<file path="src/rtl/filter_sink_pkg.sv">
// Shared types and sizing helpers for the filter_sink slice.
// Entry layout is {parity, data}; pointers carry one extra wrap bit.
package filter_sink_pkg;

  localparam int DATA_WIDTH_DEF = 16;
  localparam int CNT_WIDTH_DEF  = 8;

  typedef struct packed {
    logic                      parity;
    logic [DATA_WIDTH_DEF-1:0] data;
  } entry_t;

  // Index bits plus one wrap bit, so full and empty are distinguishable.
  function automatic int ptr_width(input int depth);
    return $clog2(depth) + 1;
  endfunction

endpackage

</file>
<file path="src/rtl/sink_fifo_core.sv">
// Storage, read/write pointers and full/empty/occupancy decode for filter_sink.
// The caller guarantees push only when not full (or popping) and pop only when not empty.
module sink_fifo_core
  import filter_sink_pkg::*;
#(
  parameter int DEPTH = 4,
  parameter int W     = DATA_WIDTH_DEF + 1
) (
  input  logic                     clk,
  input  logic                     reset,
  input  logic                     push,
  input  logic                     pop,
  input  logic [W-1:0]             wdata,
  output logic [W-1:0]             rdata,
  output logic                     full,
  output logic                     empty,
  output logic [$clog2(DEPTH):0]   count
);

  localparam int AW = $clog2(DEPTH);
  localparam int PW = ptr_width(DEPTH);

  logic [W-1:0]  mem [DEPTH];
  logic [PW-1:0] wptr;
  logic [PW-1:0] rptr;

  always_ff @(posedge clk or posedge reset) begin
    if (reset) begin
      for (int i = 0; i < DEPTH; i++) mem[i] <= '0;
      wptr <= '0;
      rptr <= '0;
    end else begin
      if (push) begin
        mem[wptr[AW-1:0]] <= wdata;
        wptr              <= wptr + PW'(1);
      end
      if (pop) rptr <= rptr + PW'(1);
    end
  end

  // Head is read straight from storage: no bypass from wdata.
  assign rdata = mem[rptr[AW-1:0]];
  assign full  = (wptr[AW-1:0] == rptr[AW-1:0]) && (wptr[AW] != rptr[AW]);
  assign empty = (wptr == rptr);
  assign count = wptr - rptr;

endmodule

</file>
<file path="src/rtl/filter_sink.sv">
// Converts the non-stallable filter output stream into a ready/valid stream,
// buffering in a small FIFO and reporting drops, occupancy and accepted beats.
module filter_sink
  import filter_sink_pkg::*;
#(
  parameter int DEPTH      = 4,
  parameter int DATA_WIDTH = DATA_WIDTH_DEF,
  parameter int CNT_WIDTH  = CNT_WIDTH_DEF
) (
  input  logic                    clk,
  input  logic                    reset,
  input  logic [DATA_WIDTH-1:0]   io_x_data,
  input  logic                    io_x_valid,
  input  logic                    io_x_parity,
  output logic [DATA_WIDTH-1:0]   io_y_data,
  output logic                    io_y_parity,
  output logic                    io_y_valid,
  input  logic                    io_y_ready,
  output logic [$clog2(DEPTH):0]  io_count,
  output logic                    io_overflow,
  output logic [CNT_WIDTH-1:0]    io_drops,
  output logic [CNT_WIDTH-1:0]    io_beats
);

  localparam int EW = DATA_WIDTH + 1;

  logic          push;
  logic          pop;
  logic          drop;
  logic          full;
  logic          empty;
  logic [EW-1:0] head;

  // Handshake: io_y transfers when io_y_valid & io_y_ready on a rising edge;
  // io_y_valid depends only on registered state and never falls without a pop.
  // Upstream has no ready: a beat arriving while full and not popping is lost.
  assign io_y_valid = ~empty;
  assign pop        = io_y_valid & io_y_ready;
  assign push       = io_x_valid & (~full | pop);
  assign drop       = io_x_valid & full & ~pop;

  sink_fifo_core #(
    .DEPTH (DEPTH),
    .W     (EW)
  ) u_core (
    .clk   (clk),
    .reset (reset),
    .push  (push),
    .pop   (pop),
    .wdata ({io_x_parity, io_x_data}),
    .rdata (head),
    .full  (full),
    .empty (empty),
    .count (io_count)
  );

  assign io_y_parity = head[EW-1];
  assign io_y_data   = head[DATA_WIDTH-1:0];

  always_ff @(posedge clk or posedge reset) begin
    if (reset) begin
      io_overflow <= 1'b0;
      io_drops    <= '0;
      io_beats    <= '0;
    end else begin
      if (drop) begin
        io_overflow <= 1'b1;
        if (io_drops != '1) io_drops <= io_drops + CNT_WIDTH'(1);
      end
      if (push) io_beats <= io_beats + CNT_WIDTH'(1);
    end
  end

endmodule

</file>
<file path="config.mk">
export PLATFORM = sky130hd
export DESIGN_NAME = filter_sink
export DESIGN_NICKNAME = d
export VERILOG_FILES = /design/src/rtl/filter_sink_pkg.sv /design/src/rtl/sink_fifo_core.sv /design/src/rtl/filter_sink.sv
export SDC_FILE = /design/constraint.sdc
export NUM_CORES = 1
export LEC_CHECK = 0
export CAP_MARGIN = 10
export CORE_ASPECT_RATIO = 1.2
export CORE_MARGIN = 3
export CORE_UTILIZATION = 50
export DETAILED_ROUTE_END_ITERATION = 8
export DONT_BUFFER_PORTS = 1
export GPL_ROUTABILITY_DRIVEN = 0
export PLACE_DENSITY = 0.64
export RECOVER_POWER = 50
export SLEW_MARGIN = 40
export SYNTH_ARGS = -nofsm -noshare
export SYNTH_HDL_FRONTEND = slang
export SYNTH_HIERARCHICAL = 1
export SYNTH_SLANG_ARGS = --single-unit
export TNS_END_PERCENT = 1
</file>
<file path="constraint.sdc">
create_clock -name clk -period 2.8 [get_ports clk]
set_input_delay 0.42 -clock clk [delete_from_list [all_inputs] [get_ports clk]]
set_output_delay 0.42 -clock clk [all_outputs]
set_load 0.005 [all_outputs]
</file>
==> flow_summary_export.csv, run 1 <==
group,metric,value,unit
status,status,"finished clean",
yosys,ys_types,37,
setup_path,path_buf_inv,2,
timing,finClkSkew,0.00938,ns
yosys,synth.yosys.seq_area_share,51.6,%
global_routing,antenna_found_initial,0,
power_and_ir_drop,p_comb_share,41.4,%
setup_path,critPathSlowestCell,"dfrtp_1",
cts,cts_made_buffers,9,
place,dpl.hpwl,4950,µm
yosys,synth_seq_cells,91,
power_and_ir_drop,sequentialPowerShare,42.0,%
routing,routedWlPerCell,19.0,µm
yosys,synthTopCellsByCount,"dfrtp_1 (91), mux2_4 (40), mux2_2 (32)",
global_routing,grt-ovfl-total,0,
power_and_ir_drop,p_leak,2.13,nW
timing,slew_headroom,17.1,%
yosys,synth_edf_count,0,
timing,fmax,439,MHz
setup_path,r2r_cells,9,
setup_path,r2r_start,"u_core/wptr[0]",
setup_path,required,3.03,ns
cts,root_buffer,"clkbuf_8",
floorplan,core-area,8330,µm²
timing,post-route-min-period,2.28,ns
finish,fillers,685,
setup_path,path_cells,"inv_1, ha_1, nand2_1, nor2_1, nand2b_2, a21boi_2, buf_4, nand2_8, mux2_4",
setup_path,critPathTopFamily,"simple AND/OR/NAND/NOR gates",
global_routing,grt_usage,16.6,%
job,cap_violations,0,
cts,cts_tree,"yes",
timing,finalMaxSlewViolations,0,
yosys,ys_async_sr_fraction,100,%
power_and_ir_drop,intPower,3.72,mW
routing,vias_per_cell,5.50,
finish,antennaDiodeCount,0,
cts,clock_latency,0.35,ns
yosys,synth_area,4410,µm²
hold_path,min_path_type,"primary input to asynchronous set/reset pin",
cts,cts_hold_buf,0,
routing,num_vias,2183,
cts,path_clk_slew,0.10,ns
yosys,yosysTopAreaCell,"dfrtp_1",
cts,cts_resized,0,
yosys,avgSynthCellArea,16.3,µm²
cts,clk_path_buf_depth,2,
setup_path,crit_arrival,2.51,ns
setup_path,setup.worst_path.end_class,"register",
yosys,syn_inst,271,
floorplan,die_x,91.8,µm
setup_path,cp-start-kind,"register",
floorplan,ios,59,
routing,drc,0,
routing,drt-initial-drc-count,72,
timing,rsz0062_at_grt,"false",
power_and_ir_drop,p_switching,1.81,mW
cts,cts_setup_buffers,0,
floorplan,fp.dieH,109,µm
setup_path,max_stage_delay,0.42,ns
global_routing,grt_pass1_vias,2396,
place,dpl.cell_count,381,
yosys,synth_ff_type,"dfrtp_1",
yosys,synth_area_leaders,"dfrtp_1 (52%), mux2_4 (14%), mux2_2 (8.2%)",
yosys,synth.net_count,302,
power_and_ir_drop,power_frac_clock,16.6,%
timing,fin_tns_setup,0,ns
yosys,ys_warn_count,6,
power_and_ir_drop,ir_drop,0.598,mV
setup_path,critical_path_class,"register to register",
power_and_ir_drop,swShare,32.7,%
finish,nNetsFinal,309,
yosys,netlist.area_leader.share,51.6,%
timing,setup_viol,0,
routing,drt-pass1-iter-count,4,
finish,final_cells,397,
finish,drive_gt1_share,39.6,%
routing,routed_wl,7560,µm
timing,fin_crit_sh,81.3,%
global_routing,grt_max_degree,31,
floorplan,start_util,52.9,%
setup_path,regToRegEndpoint,"u_core/mem[6]",
place,port_buffers,0,
routing,drtAntennaViolNets,0,
yosys,yosysMostFrequentCell,"dfrtp_1",
global_routing,grt_pass1_wl,12900,µm
floorplan,die-area,9990,µm²
cts,clkSinkCount,91,
power_and_ir_drop,power_density,1180,nW/µm²
finish,area_delta_synth_final,6.35,%
floorplan,rows,36,
cts,htreeDepth,3,
setup_path,rrSetupSlack,0.52,ns
setup_path,critPathMaxFanout,18,
timing,worst_pin_slew,1.24,ns
timing,hold_viol,0,
[worst register-to-register path, stage by stage (launching register included)]
cell and delay, ns:
dfrtp_1 0.42, inv_1 0.10, ha_1 0.31, nand2_1 0.09, nor2_1 0.05, nand2b_2 0.21, a21boi_2 0.13, buf_4 0.30
nand2_8 0.21, mux2_4 0.34
[power groups by stage]
stage | Combinational, mW | Sequential (mW) | Clock (mW)
floorplan | 2.07 | 2.23 | 0
global placement | 2.30 | 2.34 | 0
detailed placement | 2.33 | 2.36 | 0
CTS | 2.34 | 2.33 | 0.952
global route | 2.50 | 2.42 | 1.01
finish | 2.29 | 2.33 | 0.918
[per-stage QoR]
step                total power, mW  worst slack (ns)  hold slack [ns]  utilization, %  cell area, µm²
floorplan                      4.30             0.230            0.346               -            4410
global placement               4.64             0.551            0.417            53.9            4490
detailed placement             4.69             0.522            0.419            53.9            4490
CTS                            5.62             0.505           0.0266            56.4            4700
global route                   5.93             0.389           0.0673            56.3            4690
finish                         5.54             0.522           0.0407            56.3            4690
[state kept, by name, indices dropped and copies added, names as in the netlist]
register,count
io_beats,8
io_drops,8
io_overflow,1
u_core/mem,68
u_core/rptr,3
u_core/wptr,3
[cell families after synthesis]
group                      Yosys count  synth area share, %
AOI/OAI and AO/OA                    5                0.766
and+or+nand+nor                     41                 6.92
muxes                               90                 31.5
DFF                                 91                 51.6
xor gates and xnor gates            16                 3.18
adders and majority gates           10                 3.01
buffers and inverters               18                 2.98
[area by class of cell]
type	count	area [µm²]	share of cell area, %
clock buffers	9	124	2.64
clock inverters	7	81.3	1.73
inverters	9	33.8	0.720
multi-input cells	162	2000	42.7
flip-flops and latches	91	2280	48.5
well taps	114	143	3.04
repair buffers	5	30.0	0.640
[layout by cell type (no fill, tap or decap), types with 2 or more instances in the layout]
| cell | n |
|---|---|
| xnor2_1 | 11 |
| dfrtp_1 | 91 |
| buf_4 | 3 |
| ha_1 | 9 |
| nor2_1 | 2 |
| xor2_1 | 5 |
| nand2_1 | 10 |
| inv_6 | 4 |
| nand4_1 | 3 |
| or2_2 | 2 |
| clkbuf_1 | 2 |
| mux2_2 | 32 |
| mux2_4 | 40 |
| and3_1 | 2 |
| o21ai_0 | 2 |
| nand3_1 | 7 |
| inv_1 | 9 |
| nand2_8 | 4 |
| clkbuf_8 | 9 |
| mux4_1 | 10 |
| mux4_2 | 7 |
[worst max path at each step]
| stage | start | endpoint | slack (ns) | cells past startpoint |
|---|---|---|---|---|
| 2_1_floorplan | u_core/rptr[1] | u_core/mem[0] | 0.23 | 12 |
| 3_3_place_gp | u_core/wptr[0] | u_core/mem[3] | 0.55 | 9 |
| 3_5_place_dp | u_core/wptr[0] | u_core/mem[7] | 0.52 | 9 |
| 4_1_cts | u_core/wptr[0] | u_core/mem[2] | 0.51 | 9 |
| 5_1_grt | u_core/wptr[0] | u_core/mem[64] | 0.39 | 9 |
| 6_report | u_core/wptr[0] | u_core/mem[6] | 0.52 | 9 |
[routing by layer]
metal | GRT usage, % | up-vias | part of all wire [%]
li1 | - | 991 | -
met1 | 22.0 | 1136 | 45
met2 | 26.0 | 54 | 48
met3 | 6.00 | 2 | 6.8
met4 | 4.78 | 0 | 0.58
met5 | 0 | - | 0
Power figures use the tool's default switching activity.
==> run 2: changes to the inputs <==
==> constraint.sdc (replaced) <==
create_clock -name clk -period 2.25 [get_ports clk]
set_input_delay 0.3375 -clock clk [delete_from_list [all_inputs] [get_ports clk]]
set_output_delay 0.3375 -clock clk [all_outputs]
set_load 0.005 [all_outputs]
==> flow_summary_export.csv, run 2 (synthesized netlist as in run 1, its figures left out) <==
group,metric,value,unit
hold_path,min_path_type,"primary input to register",
power_and_ir_drop,sequentialPowerShare,41.6,%
cts,htreeDepth,3,
timing,fmax,471,MHz
finish,layout_commonest_cell,"dfrtp_1",
finish,antennaDiodeCount,0,
timing,finClkSkew,0.0122,ns
timing,fin_ws,0.126,ns
global_routing,grt_max_degree,49,
status,status,"finished clean",
finish,layout_common_cells,"dfrtp_1 (91), mux2_4 (40), mux2_2 (32)",
power_and_ir_drop,p_comb_share,42.4,%
finish,area_delta_synth_final,7.40,%
routing,drtAntennaViolNets,0,
finish,stdcell_area,4740,µm²
setup_path,crit_arrival,2.35,ns
finish,top_register,"u_core/mem",
cts,clkSinkCount,91,
floorplan,ios,59,
cts,path_clk_slew,0.10,ns
setup_path,setup.worst_path.end_class,"register",
place,place_ws,0.0910,ns
global_routing,antenna_found_initial,0,
floorplan,rows,36,
setup_path,critical_path_class,"register to register",
setup_path,critPathMaxFanout,17,
cts,cts_made_buffers,9,
power_and_ir_drop,p_switching,2.25,mW
routing,num_vias,2162,
routing,vias_per_cell,5.42,
cts,root_buffer,"clkbuf_8",
cts,clock_latency,0.35,ns
timing,fin_tns_setup,0,ns
power_and_ir_drop,power_density,1460,nW/µm²
place,place_area,4540,µm²
setup_path,cp-start-kind,"register",
finish,reg_top3,"u_core/mem: 68 flops, io_beats: 8 flops, io_drops: 8 flops",
cts,clk_path_buf_depth,2,
timing,worst_pin_slew,1.36,ns
power_and_ir_drop,swShare,32.5,%
floorplan,core-area,8330,µm²
routing,drt-pass1-iter-count,5,
place,port_buffers,0,
cts,cts_tree,"yes",
finish,drive_gt1_share,41.1,%
routing,routed_wl,7560,µm
timing,setup_viol,0,
cts,cts_setup_buffers,0,
timing,slew_headroom,9.41,%
floorplan,start_util,52.9,%
timing,timing.hold.ws,0.125,ns
floorplan,fp.dieH,109,µm
finish,final_cells,399,
routing,drt-initial-drc-count,89,
floorplan,die_x,91.8,µm
routing,drc,0,
global_routing,grt_pass1_wl,12400,µm
timing,finalMaxSlewViolations,0,
global_routing,grt_usage,16.2,%
global_routing,grt-ovfl-total,0,
power_and_ir_drop,p_total,6.92,mW
finish,utilization,56.9,%
power_and_ir_drop,intPower,4.68,mW
setup_path,required,2.48,ns
timing,post-route-min-period,2.12,ns
global_routing,grt_pass1_vias,2412,
power_and_ir_drop,ir_drop,0.814,mV
place,dpl.cell_count,383,
timing,hold_viol,0,
finish,largest_register_ff_count,68,
place,dpl.hpwl,4930,µm
timing,fin_crit_sh,94.4,%
routing,routedWlPerCell,18.9,µm
floorplan,die-area,9990,µm²
timing,rsz0062_at_grt,"false",
job,cap_violations,0,
finish,nNetsFinal,312,
power_and_ir_drop,power_frac_clock,15.9,%
power_and_ir_drop,p_leak,2.15,nW
run 2: cell count changes in the layout (fill, tap and decap cells not counted), sizes merged:
cell,before,now
clkinvlp,1,2
inv,13,11
dlygate4sd3,0,1
buf,3,5
run 2: critical path, stage by stage, from the launching register on:
cell and delay, ns:
dfrtp_1 0.42, inv_1 0.10, ha_1 0.32, nand2_1 0.09
nor2_1 0.06, nand2b_4 0.17, a21boi_4 0.15, buf_12 0.19
nand2_8 0.16, mux2_4 0.33
run 2: metal layers:
layer,vias up,part of all wire (%),track usage (%)
met5,-,0,0
met4,0,1.1,5.10
met3,6,5.6,5.18
met2,48,49,25.0
met1,1119,45,21.9
li1,989,-,-
run 2: what timing repair did:
action / 4_1_cts / 5_1_grt
endpoints found under the hold margin: 43 / 0
gates resized for setup: 0 / 1
hold buffers: 1 / 0
setup endpoints to repair: 0 / 2
run 2: worst paths after layout:
kind,to,slack [ns],start,cells past startpoint
setup / recovery,u_core/mem[37],0.13,u_core/wptr[0],9
hold / removal,u_core/mem[22],0.13,io_x_data[5],1
setup reg to reg,u_core/mem[37],0.13,u_core/wptr[0],9
hold reg to reg,u_core/wptr[2],0.49,u_core/wptr[2],1
max in group asynchronous,u_core/wptr[0],0.51,reset,3
min in group asynchronous,io_beats[5],0.55,reset,2
run 2: cell type report:
| cell class | count | area (µm²) |
|---|---|---|
| Clock inverter | 6 | 71.3 |
| Sequential cell | 91 | 2280 |
| Inverter | 9 | 36.3 |
| Multi-Input combinational cell | 162 | 2020 |
| Timing Repair Buffer | 8 | 68.8 |
| Tap cell | 114 | 143 |
| Fill cell | 670 | 3590 |
| Clock buffer | 9 | 124 |
run 2: power by group through the flow:
| stage | clock network (mW) | registers (mW) | logic, mW |
|---|---|---|---|
| after floorplan | 0 | 2.78 | 2.64 |
| after global placement | 0 | 2.90 | 2.92 |
| after detailed placement | 0 | 2.92 | 2.98 |
| after CTS | 1.14 | 2.89 | 2.99 |
| after global routing | 1.20 | 2.99 | 3.19 |
| final | 1.10 | 2.88 | 2.94 |
==> patch 1: new RTL, settings of run 1 <==
Set the package constant `CNT_WIDTH_DEF` to 12 (it was 8).
--- a/src/rtl/filter_sink_pkg.sv
+++ b/src/rtl/filter_sink_pkg.sv
@@ -5,3 +5,3 @@
   localparam int DATA_WIDTH_DEF = 16;
-  localparam int CNT_WIDTH_DEF  = 8;
+  localparam int CNT_WIDTH_DEF  = 12;
 
Ports: changed (resized io_beats and io_drops); port bits go from 59 to 67. The function was not compared with the original's and may differ.
==> patch 1 against run 1 <==
The flow now finishes with violations (max-capacitance violations, max-slew violations). Global-route usage rose by 0.19 points. First-iteration DRC count rose by 60%. Wire length rose by 11%. Worst setup slack got worse by 9.1 ps. Utilization fell by 0.81 points. Fmax fell by 0.40%. Synthesized cell count rose by 11%. Sequential share of layout area fell by 0.13 points. Sequential cell count rose by 8. Die area rose by 8.4%. Total power rose by 5.4%. Synthesized area rose by 9.0%. Design area rose by 9.1%. Largest cell class unchanged. Highest routed layer unchanged.
==> patch 1: results (changes against run 1) <==
metric,value,unit,change
status,finished with violations,,was completed
failing checks,"max-capacitance violations, max-slew violations",,
Hold Path Class,primary input to register,,was primary input to asynchronous set/reset pin
"Cell Area, Placed",4890,um2,was 4490 um2
Reg area,2480,um2,was 2280 um2
skew final,11.8,ps,was 9.38 ps
drt wl/cell,19.5,um,was 19.0 um
Max-slew headroom,-0.177,,was 0.171
MaxCap Viol Count,1,,was 0
part of the Yosys area used for sequential elements,0.515,,was 0.516
Top Registers,"u_core/mem: 68 flops, io_beats: 12 flops, io_drops: 12 flops",,"was u_core/mem: 68 flops, io_beats: 8 flops, io_drops: 8 flops"
HPWL after DPL,5380,um,was 4950 um
Total Routing Usage GR,0.168,,was 0.166
DP Cell Count,416,,was 381
drt total wl,8410,um,was 7560 um
via count,2440,,"was 2,183"
Crit Path Max Fanout,17,,was 18
post-synthesis cell type count,42,,was 37
layout cells sized above 1,0.359,,was 0.396
syn_nets,332,,was 302
Syn Area/Cell,16.0,um2,was 16.3 um2
sw frac,0.325,,was 0.327
Lkg Pwr,2.33,nW,was 2.13 nW
Initial DRC Count,115,,was 72
vias in the first global route,2650,,"was 2,396"
first-pass GRT wire length,14000,um,"was 12,900 um"
"Slew Viols, Final",75,,was 0
==> patch 1: changes by cell type after synthesis, moves of 2 or more <==
cell | run 1 | this run
and3_1 | 2 | 6
dfrtp_1 | 91 | 99
mux2_1 | 0 | 2
nand2_1 | 10 | 13
nand4_1 | 3 | 7
xnor2_1 | 11 | 16
==> patch 1: worst max-delay path, cell delays in order (launching register included) <==
cell and delay, ps:
dfrtp_1 420, inv_1 100, ha_1 310, nand2_1 80
nor2_1 50, nand2b_4 180, a21oi_2 140, buf_4 310
nand2_8 210, mux2_4 340
==> patch 1: per-stage QoR <==
stage	worst slack [ps]	hold slack, ps
final	513	199
after global routing	339	161
after CTS	498	125
after detailed placement	517	378
after global placement	564	479
after floorplan	221	447
==> patch 1: power groups by stage <==
stage / registers (mW) / logic, mW / clock network [mW]
3_3_place_gp: 2.47 / 2.35 / 0
5_1_grt: 2.56 / 2.57 / 1.12
3_5_place_dp: 2.49 / 2.40 / 0
6_report: 2.47 / 2.35 / 1.02
2_1_floorplan: 2.36 / 2.11 / 0
4_1_cts: 2.47 / 2.41 / 1.05
==> patch 1: repair_timing <==
action                     4_1_cts  5_1_grt
setup endpoints to repair        0        0
hold endpoints to repair        25        0
hold buffers                     1        0
==> patch 1: worst max-delay path by stage <==
| stage | start | to | cells past startpoint |
|---|---|---|---|
| 2_1_floorplan | u_core/rptr[1] | u_core/mem[0] | 12 |
| 3_3_place_gp | u_core/wptr[0] | io_drops[8] | 8 |
| 3_5_place_dp | u_core/wptr[0] | u_core/mem[24] | 9 |
| 4_1_cts | u_core/wptr[0] | u_core/mem[26] | 9 |
| 5_1_grt | u_core/wptr[0] | io_drops[8] | 8 |
| 6_report | u_core/wptr[0] | u_core/mem[26] | 9 |
==> patch 1: area by class of cell <==
class,instances,area share
timing repair buffer,5,0.00733
clock buffer,9,0.0242
inverter,10,0.00782
multi-input combinational,183,0.429
tap,120,0.0293
sequential,99,0.484
clock inverter,6,0.0188
==> patch 1: logic make-up (layout without fill, tap and decap cells) <==
family / after synthesis / count (layout) / share of synthesized area
compound gates: 10 / 10 / 0.0177
xor+xnor: 22 / 22 / 0.0401
fa+ha+maj: 10 / 10 / 0.0276
buf+inv: 19 / 30 / 0.0286
flops: 99 / 99 / 0.515
mux: 90 / 90 / 0.289
simple gates: 51 / 51 / 0.0820
==> patch 1: per-layer routing <==
metal	wire length, um	track usage	vias to the layer above
met4	121	0.0655	0
li1	-	-	1110
met3	646	0.0587	9
met2	4050	0.253	62
met1	3590	0.224	1259
met5	0	0	-
==> patch 2: new RTL, flow settings as in run 1 <==
Without the edit above. Register the output `io_count`, with the module's reset; this adds one clock of latency there. The other outputs are not delayed to match.
--- a/src/rtl/filter_sink.sv
+++ b/src/rtl/filter_sink.sv
@@ -25,2 +25,4 @@
   localparam int EW = DATA_WIDTH + 1;
+
+  logic [$clog2(DEPTH):0] io_count_d;
 
@@ -53,3 +55,3 @@
     .empty (empty),
-    .count (io_count)
+    .count (io_count_d)
   );
@@ -73,2 +75,10 @@
 
+  always_ff @(posedge clk or posedge reset) begin
+    if (reset) begin
+      io_count <= '0;
+    end else begin
+      io_count <= io_count_d;
+    end
+  end
+
 endmodule
Formal check against the unedited RTL: not equivalent (a bounded check fails within 4 cycles, from zero or initial values and one cycle with reset high).
==> patch 2 against run 1 <==
Worst setup slack gained 82 ps. Non-clock buffer count grew 1. Design area grew 1.6%. Synthesized area grew 1.5%. Via count grew 1.6%. Count of clock-buffer cells in the layout is the same. Sequential share of layout area grew 0.81 points. Wire length grew 3.4%. Total power grew 0.83%. Sequential cell count grew 3. Critical endpoint is now u_core/mem[0]. Largest cell class unchanged. Highest routed layer unchanged.
==> patch 2: results (changes against run 1) <==
metric,value,unit,change
first-pass GRT wire length,12400,um,"was 12,900 um"
Worst R2R End,u_core/mem[0],,was u_core/mem[6]
met3 Usage GRT,0.0513,,was 0.0600
R2R depth,9,,unchanged
max reg flops,68,,unchanged
drt pass-1 iters,4,,unchanged
Max-slew headroom,0.245,,was 0.171
Lkg Pwr,2.18,nW,was 2.13 nW
GR Util met2,0.256,,was 0.260
Psw,1.81,mW,about the same
Hold EP,u_core/mem[1],,
"Clk Latency, worst-skew pair",370,ps,was 350 ps
Peak VDD IR,0.461,mV,was 0.598 mV
met1 Use GR,0.209,,was 0.220
R2R Setup Slk,600,ps,was 520 ps
Final #Nets,315,,was 309
Total Routing Usage GR,0.164,,was 0.166
clock power share,0.163,,was 0.166
# Post-CTS Setup Buffers,0,,unchanged
drt total wl,7820,um,was 7560 um
CTS resizes,0,,unchanged
initial antenna violation count,0,,unchanged
layout cells sized above 1,0.381,,was 0.396
Hold Path Class,primary input to register,,was primary input to asynchronous set/reset pin
skew final,13.8,ps,was 9.38 ps
CP Data Arrival Time,2440,ps,was 2510 ps
largest net degree at the start of global routing,31,,unchanged
"Most Used Layer, Global Route",met2,,unchanged
Syn. warnings,6,,unchanged
n_diodes,0,,unchanged
Hold Path Origin,io_x_data[1],,
HPWL after DPL,5070,um,was 4950 um
fill count,724,,was 685
CTS buffer count,9,,unchanged
post-synthesis cell type count,36,,was 37
status,completed,,unchanged
Synth area leaders,"dfrtp_1 53%, mux2_4 13%, mux2_2 7.8%",,"was dfrtp_1 52%, mux2_4 14%, mux2_2 8.2%"
syn_nets,307,,was 302
clock buffer depth,2,,unchanged
Crit Path Max Fanout,18,,unchanged
Initial DRC Count,74,,was 72
Top Registers,"u_core/mem: 68 flops, io_beats: 8 flops, io_drops: 8 flops",,unchanged
Post-synth ARST share,1.00,,unchanged
H-tree levels,3,,unchanged
most frequent cell after synthesis,dfrtp_1,,unchanged
Vias/cell,5.46,,was 5.50
part of the Yosys area used for sequential elements,0.525,,was 0.516
CTS clock-pin slew for the worst setup and hold paths,100,ps,about the same
top post-synthesis cells by count,"94 x dfrtp_1, 40 x mux2_4, 31 x mux2_2, 14 x nand2_1",,"was 91 x dfrtp_1, 40 x mux2_4, 32 x mux2_2, 11 x xnor2_1"
Port-buffer cells,0,,unchanged
Root Buffer,clkbuf_8,,unchanged
vias in the first global route,2339,,"was 2,396"
-- patch 2: cell types whose count changed after synthesis, moves of 2 or more --
cell / delta
dfrtp_1: +3
mux2_1: +2
nand2_1: +4
nand3_1: -3
o21ai_0: +2
-- patch 2: layout make-up --
type                       count  area [um2]  share of cell area
sequential                    94        2350               0.493
multi-input combinational    163        1990               0.418
tap                          117         146              0.0307
clock buffer                   9         124              0.0260
clock inverter                 7        73.8              0.0155
timing repair buffer           6        41.3             0.00866
inverter                      10        37.5             0.00787
-- patch 2: power by group through the flow --
stage | sequential (mW) | combinational, mW | clock [mW]
floorplan | 2.31 | 2.04 | 0
global placement | 2.41 | 2.26 | 0
detailed placement | 2.44 | 2.31 | 0
CTS | 2.42 | 2.31 | 0.936
global route | 2.50 | 2.47 | 0.998
finish | 2.41 | 2.26 | 0.909
-- patch 2: layer usage --
layer,vias to the layer above,part of all wire
met5,-,0
met1,1150,0.45
li1,1002,-
met4,0,0.021
met2,54,0.47
met3,11,0.061
-- patch 2: critical path: stages (launching register included) --
cell and delay (ps):
dfrtp_1 410, inv_1 110, ha_1 310, nand2_1 80
nor2_1 50, nand2b_4 170, a21boi_2 130, buf_4 280
nand2_8 200, mux2_4 340
-- patch 2: per-stage QoR --
stage	instance area [um2]	setup slack (ps)	hold slack [ps]	std cells	utilization
after floorplan	4480	351	384	276	-
final	4770	604	191	406	0.551
after global placement	4570	635	415	389	0.527
after detailed placement	4570	597	420	389	0.527
after global routing	4770	464	166	406	0.551
after CTS	4760	566	13.5	405	0.550
-- patch 2: cell families after synthesis --
logic type | share of synthesized area
xor+xnor | 0.0313
flops | 0.525
compound gates | 0.0109
buf+inv | 0.0302
fa+ha+maj | 0.0296
mux | 0.313
simple gates | 0.0598
